[src/rtl/event_median_sequencer.sv]
`default_nettype none
// ============================================================================
// Module   : event_median_sequencer
// Brief    : Clear / accumulate / 3x3 binary-median scan sequencer that owns
//            the single-port event image memory.
// Revision : 1.0 - initial release
// ============================================================================
module event_median_sequencer #(
  parameter int IMWIDTH  = 240,
  parameter int IMHEIGHT = 180
) (
  input  logic       clk,
  input  logic       rst,
  input  logic       evt_valid,
  output logic       evt_ready,
  input  logic [7:0] evt_x,
  input  logic [7:0] evt_y,
  input  logic       frame_end,
  output logic [7:0] mem_xAddr,
  output logic [7:0] mem_yAddr,
  output logic       mem_eventIn,
  output logic       mem_write,
  input  logic       mem_eventOut,
  output logic       pix_valid,
  output logic [7:0] pix_x,
  output logic [7:0] pix_y,
  output logic       pix_data,
  output logic       busy,
  output logic       frame_done
);

  localparam logic [7:0] c_XMAX   = 8'(IMWIDTH - 1);
  localparam logic [7:0] c_YMAX   = 8'(IMHEIGHT - 1);
  localparam logic [8:0] c_WIDTH  = 9'(IMWIDTH);
  localparam logic [8:0] c_HEIGHT = 9'(IMHEIGHT);

  typedef enum logic [1:0] {
    CLEAR = 2'd0,
    ACCUM = 2'd1,
    SCAN  = 2'd2
  } state_t;

  state_t     r_state;
  logic [7:0] r_curX, r_curY;
  logic [1:0] r_kx, r_ky;
  logic       r_issueDone;
  logic       r_s1Valid, r_s1Mask, r_s1First, r_s1Last, r_s1Final;
  logic [7:0] r_s1X, r_s1Y;
  logic       r_s2Valid, r_s2Mask, r_s2First, r_s2Last, r_s2Final;
  logic [7:0] r_s2X, r_s2Y;
  logic [3:0] r_count;
  logic       r_doneP;

  logic       w_hs, w_inRange, w_lastPix, w_xIn, w_yIn, w_add;
  logic [7:0] w_nX, w_nY, w_nextX, w_nextY;
  logic [3:0] w_sum;

  always_comb begin
    w_hs      = evt_valid && evt_ready;
    w_inRange = ({1'b0, evt_x} < c_WIDTH) && ({1'b0, evt_y} < c_HEIGHT);
    w_lastPix = (r_curX == c_XMAX) && (r_curY == c_YMAX);
    w_nextX   = (r_curX == c_XMAX) ? 8'd0 : r_curX + 8'd1;
    w_nextY   = (r_curX == c_XMAX) ? ((r_curY == c_YMAX) ? 8'd0 : r_curY + 8'd1) : r_curY;
    w_xIn     = !((r_kx == 2'd0 && r_curX == 8'd0) || (r_kx == 2'd2 && r_curX == c_XMAX));
    w_yIn     = !((r_ky == 2'd0 && r_curY == 8'd0) || (r_ky == 2'd2 && r_curY == c_YMAX));
    w_nX      = (r_kx == 2'd0) ? r_curX - 8'd1 : (r_kx == 2'd2) ? r_curX + 8'd1 : r_curX;
    w_nY      = (r_ky == 2'd0) ? r_curY - 8'd1 : (r_ky == 2'd2) ? r_curY + 8'd1 : r_curY;
    // stage 2 lines up with the read data of the read issued two edges back
    w_add     = r_s2Mask & mem_eventOut;
    w_sum     = (r_s2First ? 4'd0 : r_count) + {3'b000, w_add};
  end

  always_ff @(posedge clk or posedge rst) begin
    if (rst) begin
      r_state     <= CLEAR;
      r_curX      <= 8'd0;
      r_curY      <= 8'd0;
      r_kx        <= 2'd0;
      r_ky        <= 2'd0;
      r_issueDone <= 1'b0;
      r_s1Valid   <= 1'b0;
      r_s1Mask    <= 1'b0;
      r_s1First   <= 1'b0;
      r_s1Last    <= 1'b0;
      r_s1Final   <= 1'b0;
      r_s1X       <= 8'd0;
      r_s1Y       <= 8'd0;
      r_s2Valid   <= 1'b0;
      r_s2Mask    <= 1'b0;
      r_s2First   <= 1'b0;
      r_s2Last    <= 1'b0;
      r_s2Final   <= 1'b0;
      r_s2X       <= 8'd0;
      r_s2Y       <= 8'd0;
      r_count     <= 4'd0;
      r_doneP     <= 1'b0;
      evt_ready   <= 1'b0;
      mem_xAddr   <= 8'd0;
      mem_yAddr   <= 8'd0;
      mem_eventIn <= 1'b0;
      mem_write   <= 1'b0;
      pix_valid   <= 1'b0;
      pix_x       <= 8'd0;
      pix_y       <= 8'd0;
      pix_data    <= 1'b0;
      busy        <= 1'b1;
      frame_done  <= 1'b0;
    end else begin
      r_s1Valid  <= 1'b0;
      mem_write  <= 1'b0;
      r_doneP    <= 1'b0;
      frame_done <= r_doneP;
      case (r_state)
        CLEAR: begin
          mem_write   <= 1'b1;
          mem_eventIn <= 1'b0;
          mem_xAddr   <= r_curX;
          mem_yAddr   <= r_curY;
          r_curX      <= w_nextX;
          r_curY      <= w_nextY;
          if (w_lastPix) r_state <= ACCUM;
        end
        ACCUM: begin
          evt_ready <= !frame_end;
          busy      <= frame_end;
          if (w_hs && w_inRange) begin
            mem_write   <= 1'b1;
            mem_eventIn <= 1'b1;
            mem_xAddr   <= evt_x;
            mem_yAddr   <= evt_y;
          end
          if (frame_end) begin
            r_state     <= SCAN;
            r_issueDone <= 1'b0;
            r_kx        <= 2'd0;
            r_ky        <= 2'd0;
          end
        end
        SCAN: begin
          if (!r_issueDone) begin
            // out-of-frame neighbours re-read the centre pixel and are masked
            mem_xAddr   <= (w_xIn && w_yIn) ? w_nX : r_curX;
            mem_yAddr   <= (w_xIn && w_yIn) ? w_nY : r_curY;
            mem_eventIn <= 1'b0;
            r_s1Valid   <= 1'b1;
            r_s1Mask    <= w_xIn && w_yIn;
            r_s1First   <= (r_kx == 2'd0) && (r_ky == 2'd0);
            r_s1Last    <= (r_kx == 2'd2) && (r_ky == 2'd2);
            r_s1Final   <= (r_kx == 2'd2) && (r_ky == 2'd2) && w_lastPix;
            r_s1X       <= r_curX;
            r_s1Y       <= r_curY;
            if (r_kx != 2'd2) begin
              r_kx <= r_kx + 2'd1;
            end else begin
              r_kx <= 2'd0;
              if (r_ky != 2'd2) begin
                r_ky <= r_ky + 2'd1;
              end else begin
                r_ky   <= 2'd0;
                r_curX <= w_nextX;
                r_curY <= w_nextY;
                if (w_lastPix) r_issueDone <= 1'b1;
              end
            end
          end
        end
        default: r_state <= CLEAR;
      endcase

      r_s2Valid <= r_s1Valid;
      r_s2Mask  <= r_s1Mask;
      r_s2First <= r_s1First;
      r_s2Last  <= r_s1Last;
      r_s2Final <= r_s1Final;
      r_s2X     <= r_s1X;
      r_s2Y     <= r_s1Y;
      pix_valid <= 1'b0;
      if (r_s2Valid) begin
        r_count <= w_sum;
        if (r_s2Last) begin
          pix_valid <= 1'b1;
          pix_x     <= r_s2X;
          pix_y     <= r_s2Y;
          pix_data  <= (w_sum >= 4'd5);
        end
        if (r_s2Final) begin
          r_doneP <= 1'b1;
          r_state <= CLEAR;
        end
      end
    end
  end

endmodule
`default_nettype wire

[config.mk]
export PLATFORM = sky130hd
export DESIGN_NAME = event_median_sequencer
export DESIGN_NICKNAME = d
export VERILOG_FILES = /design/src/rtl/event_median_sequencer.sv
export SDC_FILE = /design/constraint.sdc
export NUM_CORES = 1
export LEC_CHECK = 0
export ABC_AREA = 1
export CELL_PAD_IN_SITES_DETAIL_PLACEMENT = 1
export CELL_PAD_IN_SITES_GLOBAL_PLACEMENT = 2
export CORE_ASPECT_RATIO = 1.25
export CORE_MARGIN = 2
export CORE_UTILIZATION = 31
export CTS_BUF_LIST = sky130_fd_sc_hd__clkbuf_2 sky130_fd_sc_hd__clkbuf_4 sky130_fd_sc_hd__clkbuf_8
export DETAILED_ROUTE_END_ITERATION = 8
export PLACE_DENSITY = 0.9
export SLEW_MARGIN = 20
export SYNTH_ARGS = -nofsm -noshare
export SYNTH_HDL_FRONTEND = slang
export SYNTH_SLANG_ARGS = --single-unit
export TNS_END_PERCENT = 1
[constraint.sdc]
create_clock -name clk -period 3.08 [get_ports clk]
set_input_delay 0.308 -clock clk [delete_from_list [all_inputs] [get_ports clk]]
set_output_delay 0.308 -clock clk [all_outputs]
set_load 0.05 [all_outputs]
---- Word level (Yosys, flattened, before mapping) ----
Cells that the tools add are included.
word-level totals
  register bits ........................... 109
  output and inout port bits .............. 39
  logic and storage cells ................. 144
cells by class
  magnitude comparators ................... 3
  multiplexer cells ....................... 54
  eq/ne operators ......................... 13
  add/sub/neg operators ................... 7
  bitwise gates (word level) .............. 2
  reduce and logical (&&, ||, !) cells .... 32
operators with widths
  cell                   count
  $mux W8                19
  $pmux W8 S3            2
  $pmux W8 S2            2
  $mux W2                10
  $add A8 B1 Y8 const B  2
  $eq A8 B8 Y1 const B   2
  $logic_not A8 Y1       2
  $lt A8 B8 Y1 const B   2
  $sub A8 B1 Y8 const B  2
  $mux W1                14
  $ne A2 B2 Y1 const B   7
  $logic_and A1 B1 Y1    12
  $pmux W2 S2            2
  $reduce_and A4 Y1      2
  $eq A2 B2 Y1 const B   3
  $logic_not A2 Y1       3
  $pmux W2 S3            1
  $reduce_and A2 Y1      3
  $reduce_and A3 Y1      2
  $add A2 B1 Y2 const B  2
  $add A4 B1 Y4          1
  $ge A4 B3 Y1 const B   1
  $mux W4                1
  $pmux W1 S2            2
  8 further kinds        12

---- Logic depth before layout (Yosys ltp) ----
Gate-level depths: netlist of the first run.
  word-level depth ........................ 8
  depth in mapped cells ................... 15
  mapped depth without buffers ............ 14

---- Worst setup path after synthesis of the first run ----
OpenSTA, ideal clock, no wires.
  path kind ............................... register to register
  start point ............................. register r_state[0]
  end point ............................... register r_curY[6]
  slack ................................... 1.256 ns
  setup time .............................. 0.128 ns
  required time ........................... 2.952 ns
  clock period less this slack ............ 1.824 ns
  stages on the path, launching flop included .. 9
  arrival ................................. 1.696 ns
  cell sequence ........................... dfrtp_1 > inv_1 > ha_1 > buf_4 > nand2_1 > nor3_1 > a21oi_2 > nor2_4 > mux2_1
between the ends
  word-level cells in the longest chain between the ends .. 3
RTL lines
  element                                                       RTL line  RTL
  start: declaration                                            43        state_t r_state;
  start signal: assignment                                      75        r_state <= CLEAR;
  start signal: assignment                                      121       if (w_lastPix) r_state <= ACCUM;
  start signal: assignment                                      133       r_state <= SCAN;
  $eq A2 B2 Y1 or $logic_not A2 Y1 (tied branches)              113       case (r_state)
  $ne A2 B2 Y1 (no line) or $reduce_bool A2 Y1 (tied branches)  --
  $reduce_and A4 Y1 (no line)                                   --
  end signal: assignment                                        120       r_curY <= w_nextY;
  end signal: assignment                                        161       r_curY <= w_nextY;
  end: declaration                                              44        logic [7:0] r_curX, r_curY;
Parallel ways exist; a longest one is shown, timed or not.
A chain may end at the register's enable or synchronous reset.

---- Worst setup path in the final report of the first run ----
  start point ............................. register r_state[0]
  end point ............................... register r_ky[1]
between the ends
  word-level cells in the longest chain between the ends .. 3
RTL lines
  element                                                       RTL line  RTL
  $eq A2 B1 Y1 or $eq A2 B2 Y1 (tied branches)                  113
  $ne A2 B2 Y1 (no line) or $reduce_bool A2 Y1 (tied branches)  --
  $reduce_and A4 Y1 (no line)                                   --
  end signal: assignment                                        157       r_ky <= r_ky + 2'd1;
  end: declaration                                              45        logic [1:0] r_kx, r_ky;
Parallel ways exist; a longest one is shown, timed or not.

==> impl_results.md, run 1 <==
* # fillers at 2164
* Vias/cell at 4.794
* Crit path capture type: flop
* Top FF cell, synth: dfrtp_1
* CP arrival at 2670 ps
* Status: finished clean
* Drt first pass iters at 4
* IO Pins at 60
* Power per standard cell area at 379.4 nW/um^2
* YS warnings at 0
* Slowest CP cell: dfrtp_1
* Post-Place Cells at 981
* CP dominant cell by count: o21ai_0
* Post-DP HPWL at 11970 um
* GRT overflow at 0
* First-pass GRT wire length at 26320 um
* Most common cell in the netlist: nand2_1
* Slew Limit Fails at 0
* Routed Antenna Nets at 0
* Yosys top cell area share at 49.18%
* Clk_lat worst skew at 400 ps
* GP Congestion at 0.9004
* Root buf cell: clkbuf_8
* CTS resizes at 0
* Hold path startpoint: r_s1Valid
* Floorplan die width at 123.1 um
* Fmax at 0.4280 GHz
* Port Buffers at 59
* Syn avg cell area at 7.664 um^2
* Skew final at 13.74 ps
* TritonCTS clock tree: built
* Mapped Nets at 749
* Worst r2r path cells at 8
* Worst-path fanout max at 10
* Max incr delay on CP at 450 ps
* Post-synthesis async set-or-reset flop share at 100.0%
* Slew @ Worst Pin at 615.4 ps
* Setup repair bufs after CTS at 0
* Fin cells at 997
* Pin count of the biggest net entering global routing at 110
* CP bufs+invs at 2
* Post-synthesis sequential area ratio at 49.66%
* Slew headroom at 58.97%
* TNS Setup at 0 ps
* Initial antenna violation count at 0
* Die area at 18810 um^2
* Static leakage at 0.003249 uW
* Synthesized flop and latch total at 109
* Vias in the first global route at 5048
* Crit-path cells: inv_1, ha_1, clkinv_1, o21ai_0, nand2_1, a21oi_1, nand4_1, o21ai_0
* Reg2Reg Setup Slack at 740 ps
* CTS buffer count at 9
* DR vias at 4780
* CTS max path bufs at 2
* Worst R2R End: r_ky[1]
* WL final at 16090 um
* Peak VDD IR at 0.1810 mV
* Worst reg2reg path startpoint: r_state[0]
* EDFF count, synth at 0
* Total GRT Usage at 18.06%
* Critical path class: flop to flop
* DRC viols at 0
* RSZ-0062 raised after global routing: no
* Fraction of layout cells with a size suffix above 1 at 7.374%
* WP data required at 3410 ps
* Post-synth top cells: nand2_1, dfrtp_1, nor2_1, o21ai_0, nand3_1
* Fin. Hold Viols at 0
* Max Cap Viol at 0
* Net count, final at 800
* ANT cells at 0
* Area growth, synth to finish at 18.12%
* DR iter-0 viols at 218
* Post-cts hold buffer count at 0
* Mapped Area at 5495 um^2
* H-tree Lvls at 3
* Hold endpoint: r_s2Valid
* Hold Path Depth at 0
* CP startpoint kind: flop
* Die height at 152.9 um
* Fin Hold WS at 365.6 ps
* Core area at 17430 um^2
* Yosys cell types at 34
* Final Cycle Share at 75.87%
* Initial Utilization at 31.52%
* Mapped Cells at 717
* Clk sinks at 109
* WL per Instance at 16.14 um
* Biggest area consumer among synthesized cells: dfrtp_1
* Rows at 54
* Largest cells by area after synthesis: dfrtp_1, nand2_1, nor2_1, o21ai_0, nand3_1
* Top delay family on crit path: compound AO/OA/AOI/OAI gates
* Setup-failing EPs final at 0
* Crit path time final at 2337 ps
* Worst Hold Class: flop to flop
* Clk slew on worst S/H paths at 120 ps
cell families after synthesis:
| group | count (synthesis) | synth area share [%] |
|---|---|---|
| adder cells (fa/ha/maj) | 11 | 2.505 |
| AND/OR/NAND/NOR | 417 | 31.26 |
| AO/OA/AOI/OAI | 87 | 8.356 |
| XOR/XNOR | 11 | 1.753 |
| buffers and inverters | 81 | 6.261 |
| flip-flops | 109 | 49.66 |
| multiplexers | 1 | 0.2049 |
flip-flops by register name, summed over array words and instances, names as in the netlist, 4 cells and up:
signal	count
mem_xAddr	8
mem_yAddr	8
pix_x	8
pix_y	8
r_count	4
r_curX	8
r_curY	8
r_s1X	8
r_s1Y	8
r_s2X	8
r_s2Y	8
placed cells by master (no fill, tap or decap), drive strengths merged:
| master | instances |
|---|---|
| a21oi | 23 |
| a31oi | 3 |
| and2 | 2 |
| buf | 8 |
| clkbuf | 9 |
| clkdlybuf4s50 | 59 |
| clkinv | 3 |
| clkinvlp | 3 |
| dfrtp | 108 |
| dfstp | 1 |
| ha | 11 |
| inv | 55 |
| mux2 | 1 |
| nand2 | 274 |
| nand3 | 46 |
| nand4 | 7 |
| nor2 | 86 |
| nor3 | 2 |
| o21ai | 50 |
| o21bai | 1 |
| o22ai | 9 |
| o31ai | 1 |
| xnor2 | 4 |
| xor2 | 7 |
how the worst max path moves through the flow:
stage | start | endpoint | slack, ps | cells after the start
global route | r_state[0] | r_ky[1] | 430 | 8
global placement | r_state[0] | r_ky[1] | 840 | 8
finish | r_state[0] | r_ky[1] | 740 | 8
detailed placement | r_state[0] | r_ky[1] | 770 | 8
CTS | r_state[0] | r_ky[1] | 720 | 8
floorplan | r_state[0] | r_curY[6] | 1260 | 8
cell type report:
class / count / area (um^2) / area share, %
clock buffers: 9 / 123.9 / 1.908
flip-flops and latches: 109 / 2729 / 42.04
well taps: 224 / 280.3 / 4.318
multi-input cells: 527 / 2422 / 37.32
clock inverters: 7 / 63.81 / 0.9830
inverters: 54 / 209.0 / 3.219
repair buffers: 67 / 663.1 / 10.22
layer usage:
metal  track usage, %  routed length (um)  vias up
met5                0                   0        -
met4            7.684                 507        0
li1                 -                   -     2371
met1            22.40                7021     2301
met3            2.463                 358       33
met2            31.02                8206       75
metrics by stage:
stage	setup slack, ps	instance area [um^2]	util, %	total power (uW)
global route	433.6	6491	37.24	2576
finish	743.3	6491	37.24	2463
global placement	842.9	6304	36.16	1613
detailed placement	768.5	6304	36.16	1618
CTS	719.2	6491	37.24	2503
floorplan	1256	5499	-	1553
worst reg2reg max path, cell delays in order, from the launching register on:
cell      delay (ps)
dfrtp_1          450
inv_1            100
ha_1             370
clkinv_1         380
o21ai_0          350
nand2_1          120
a21oi_1          290
nand4_1          110
o21ai_0           80
power by group:
group | internal [uW] | switching [uW] | leakage (uW)
logic | 53.6 | 82.7 | 0.00173
clock network | 313 | 564 | 0.0000903
registers | 1440 | 5.40 | 0.00143
total | 1810 | 652 | 0.00325
Note: power is estimated with default switching activity, not from simulation.
==> inputs of run 2 (changes only) <==
- CORE_UTILIZATION: 31 -> 34
- PLACE_DENSITY: 0.9 -> 0.93
- clock period: 3.08 -> 2.3 ns (I/O delays scaled with it)
==> run 2 against run 1 <==
Setup slack lost 510 ps. Via count grew 0.71%. Combinational power grew 40%. Design area grew 1.1%. Clock skew shrank 0.52 ps. Critical endpoint is now mem_xAddr[7]. Largest power group unchanged.
==> impl_results.md, run 2 (synthesis gave the netlist of run 1 again) <==
* Net count, final at 811 (+1.4%)
* Root buf cell: clkbuf_8
* Vias in the first global route at 5077 (+0.57%)
* DR vias at 4814 (+0.71%)
* Initial Utilization at 35.01% (+3.5 points)
* Pre-CTS WS at 223.0 ps (-545.6 ps)
* Setup slack after layout at 236.2 ps (-507.1 ps)
* Post-Place Cells at 980 (-0.10%)
* Post-DP HPWL at 11620 um (-2.9%)
* Core area at 15700 um^2 (-9.9%)
* CTS buffer count at 9 (unchanged)
* RSZ-0062 raised after global routing: no
* CP startpoint kind: flop
* Setup repair bufs after CTS at 0 (unchanged)
* GRT overflow at 0 (unchanged)
* Clk slew on worst S/H paths at 110 ps (about the same)
* # fillers at 1995 (-7.8%)
* TNS Setup at 0 ps (unchanged)
* Worst Hold Class: input port to async pin
* WP data required at 2590 ps (-820 ps)
* Initial antenna violation count at 0 (unchanged)
* Crit path capture type: flop
* Worst-path fanout max at 21 (+11)
* IO Pins at 60 (unchanged)
* Port Buffers at 59 (unchanged)
* Clk_lat worst skew at 400 ps (about the same)
* Fin cells at 996 (-0.10%)
* Fmax at 0.4845 GHz (+13%)
* Pin count of the biggest net entering global routing at 55 (-50%)
* Commonest non-fill, non-tap cell in the layout: nand2_1
* Floorplan die width at 117.7 um (-4.4%)
* Fraction of layout cells with a size suffix above 1 at 8.673% (+1.3 points)
* Rows at 51 (-5.6%)
* GP Congestion at 0.9053 (+0.54%)
* Final Cycle Share at 89.73% (+14 points)
* ANT cells at 0 (unchanged)
* H-tree Lvls at 3 (unchanged)
* DRC viols at 0 (unchanged)
* CTS max path bufs at 2 (unchanged)
* Slew @ Worst Pin at 523.6 ps (-91.77 ps)
* CTS resizes at 0 (unchanged)
* TritonCTS clock tree: built
* Drt first pass iters at 4 (unchanged)
* Total GRT Usage at 18.94% (+0.88 points)
* Crit path time final at 2064 ps (-272.9 ps)
* Peak VDD IR at 0.2045 mV (+13%)
* Routed Antenna Nets at 0 (unchanged)
* Slew Limit Fails at 0 (unchanged)
* Skew final at 13.23 ps (-0.5166 ps)
* WL final at 15650 um (-2.8%)
* DR iter-0 viols at 247 (+13%)
* Most frequent cells in the layout: nand2_1, dfrtp_1, nor2_1
* WL per Instance at 15.71 um (-2.7%)
* Die height at 146.1 um (-4.4%)
* Slew headroom at 64.98% (+6.0 points)
* Fin. Hold Viols at 0 (unchanged)
* Worst r2r path cells at 13 (+5)
* Die area at 17200 um^2 (-8.6%)
* Area growth, synth to finish at 19.44%
* CP arrival at 2350 ps (-320 ps)
* Critical path class: flop to flop
* Static leakage at 0.003311 uW (+1.9%)
* Clk sinks at 109 (unchanged)
* First-pass GRT wire length at 26340 um (about the same)
* Power per standard cell area at 499.1 nW/um^2 (+32%)
* Status: finished clean
* Post-cts hold buffer count at 0 (unchanged)
* Vias/cell at 4.833 (+0.81%)
* Max Cap Viol at 0 (unchanged)
* Setup-failing EPs final at 0 (unchanged)
==> run 2: power breakdown <==
part / total, uW / switching [uW] / internal, uW
sequential: 1940 / 7.62 / 1930
combinational: 191 / 115 / 75.6
clock: 1140 / 732 / 413
total: 3280 / 855 / 2420
==> run 2: final timing paths <==
check / start / endpoint / slack [ps]
worst max-delay path: r_curX[1] / mem_xAddr[7] / 240
worst min-delay path: rst / pix_x[6] / 110
worst max register to register: r_curX[1] / mem_xAddr[7] / 240
worst min register to register: r_s1Valid / r_s2Valid / 360
max in group asynchronous: rst / busy / 1600
min in group clk: r_s1Valid / r_s2Valid / 360
==> run 2: per-stage QoR <==
step           cell area, um^2  hold slack, ps  total power [uW]  util [%]
5_1_grt                   6564           121.0              3417     41.81
3_3_place_gp              6384           334.2              2163     40.67
3_5_place_dp              6384           338.5              2173     40.67
6_report                  6564           108.4              3276     41.81
4_1_cts                   6564           102.7              3327     41.81
2_1_floorplan             5499           327.0              2080         -
==> run 2: worst max-delay path, cell delays in order (launching register included) <==
cell and delay, ps:
dfrtp_1 480, ha_1 230, nand2_1 120, nor2_2 220
nand3_2 170, nand2_4 120, nor2_4 40, buf_4 200
nor2_1 110, nor2_1 50, nand2_1 50, nand2_1 50
nand2_1 60, nand2_1 50
==> run 2: area by class of cell <==
type                    instances  area (um^2)  share of cell area [%]
repair buffers                 78        758.2                   11.55
clock inverters                 7        56.30                  0.8578
clock buffers                   9        123.9                   1.887
inverters                      54        209.0                   3.183
well taps                     212        265.3                   4.041
flip-flops and latches        109         2729                   41.57
multi-input cells             527         2422                   36.90
==> run 2: metal layers <==
| layer | track usage, % | vias up | wire length, um |
|---|---|---|---|
| met5 | 0 | - | 0 |
| met4 | 7.410 | 0 | 321 |
| met3 | 2.383 | 21 | 494 |
| met2 | 32.24 | 95 | 7517 |
| met1 | 24.52 | 2309 | 7313 |
| li1 | - | 2389 | - |
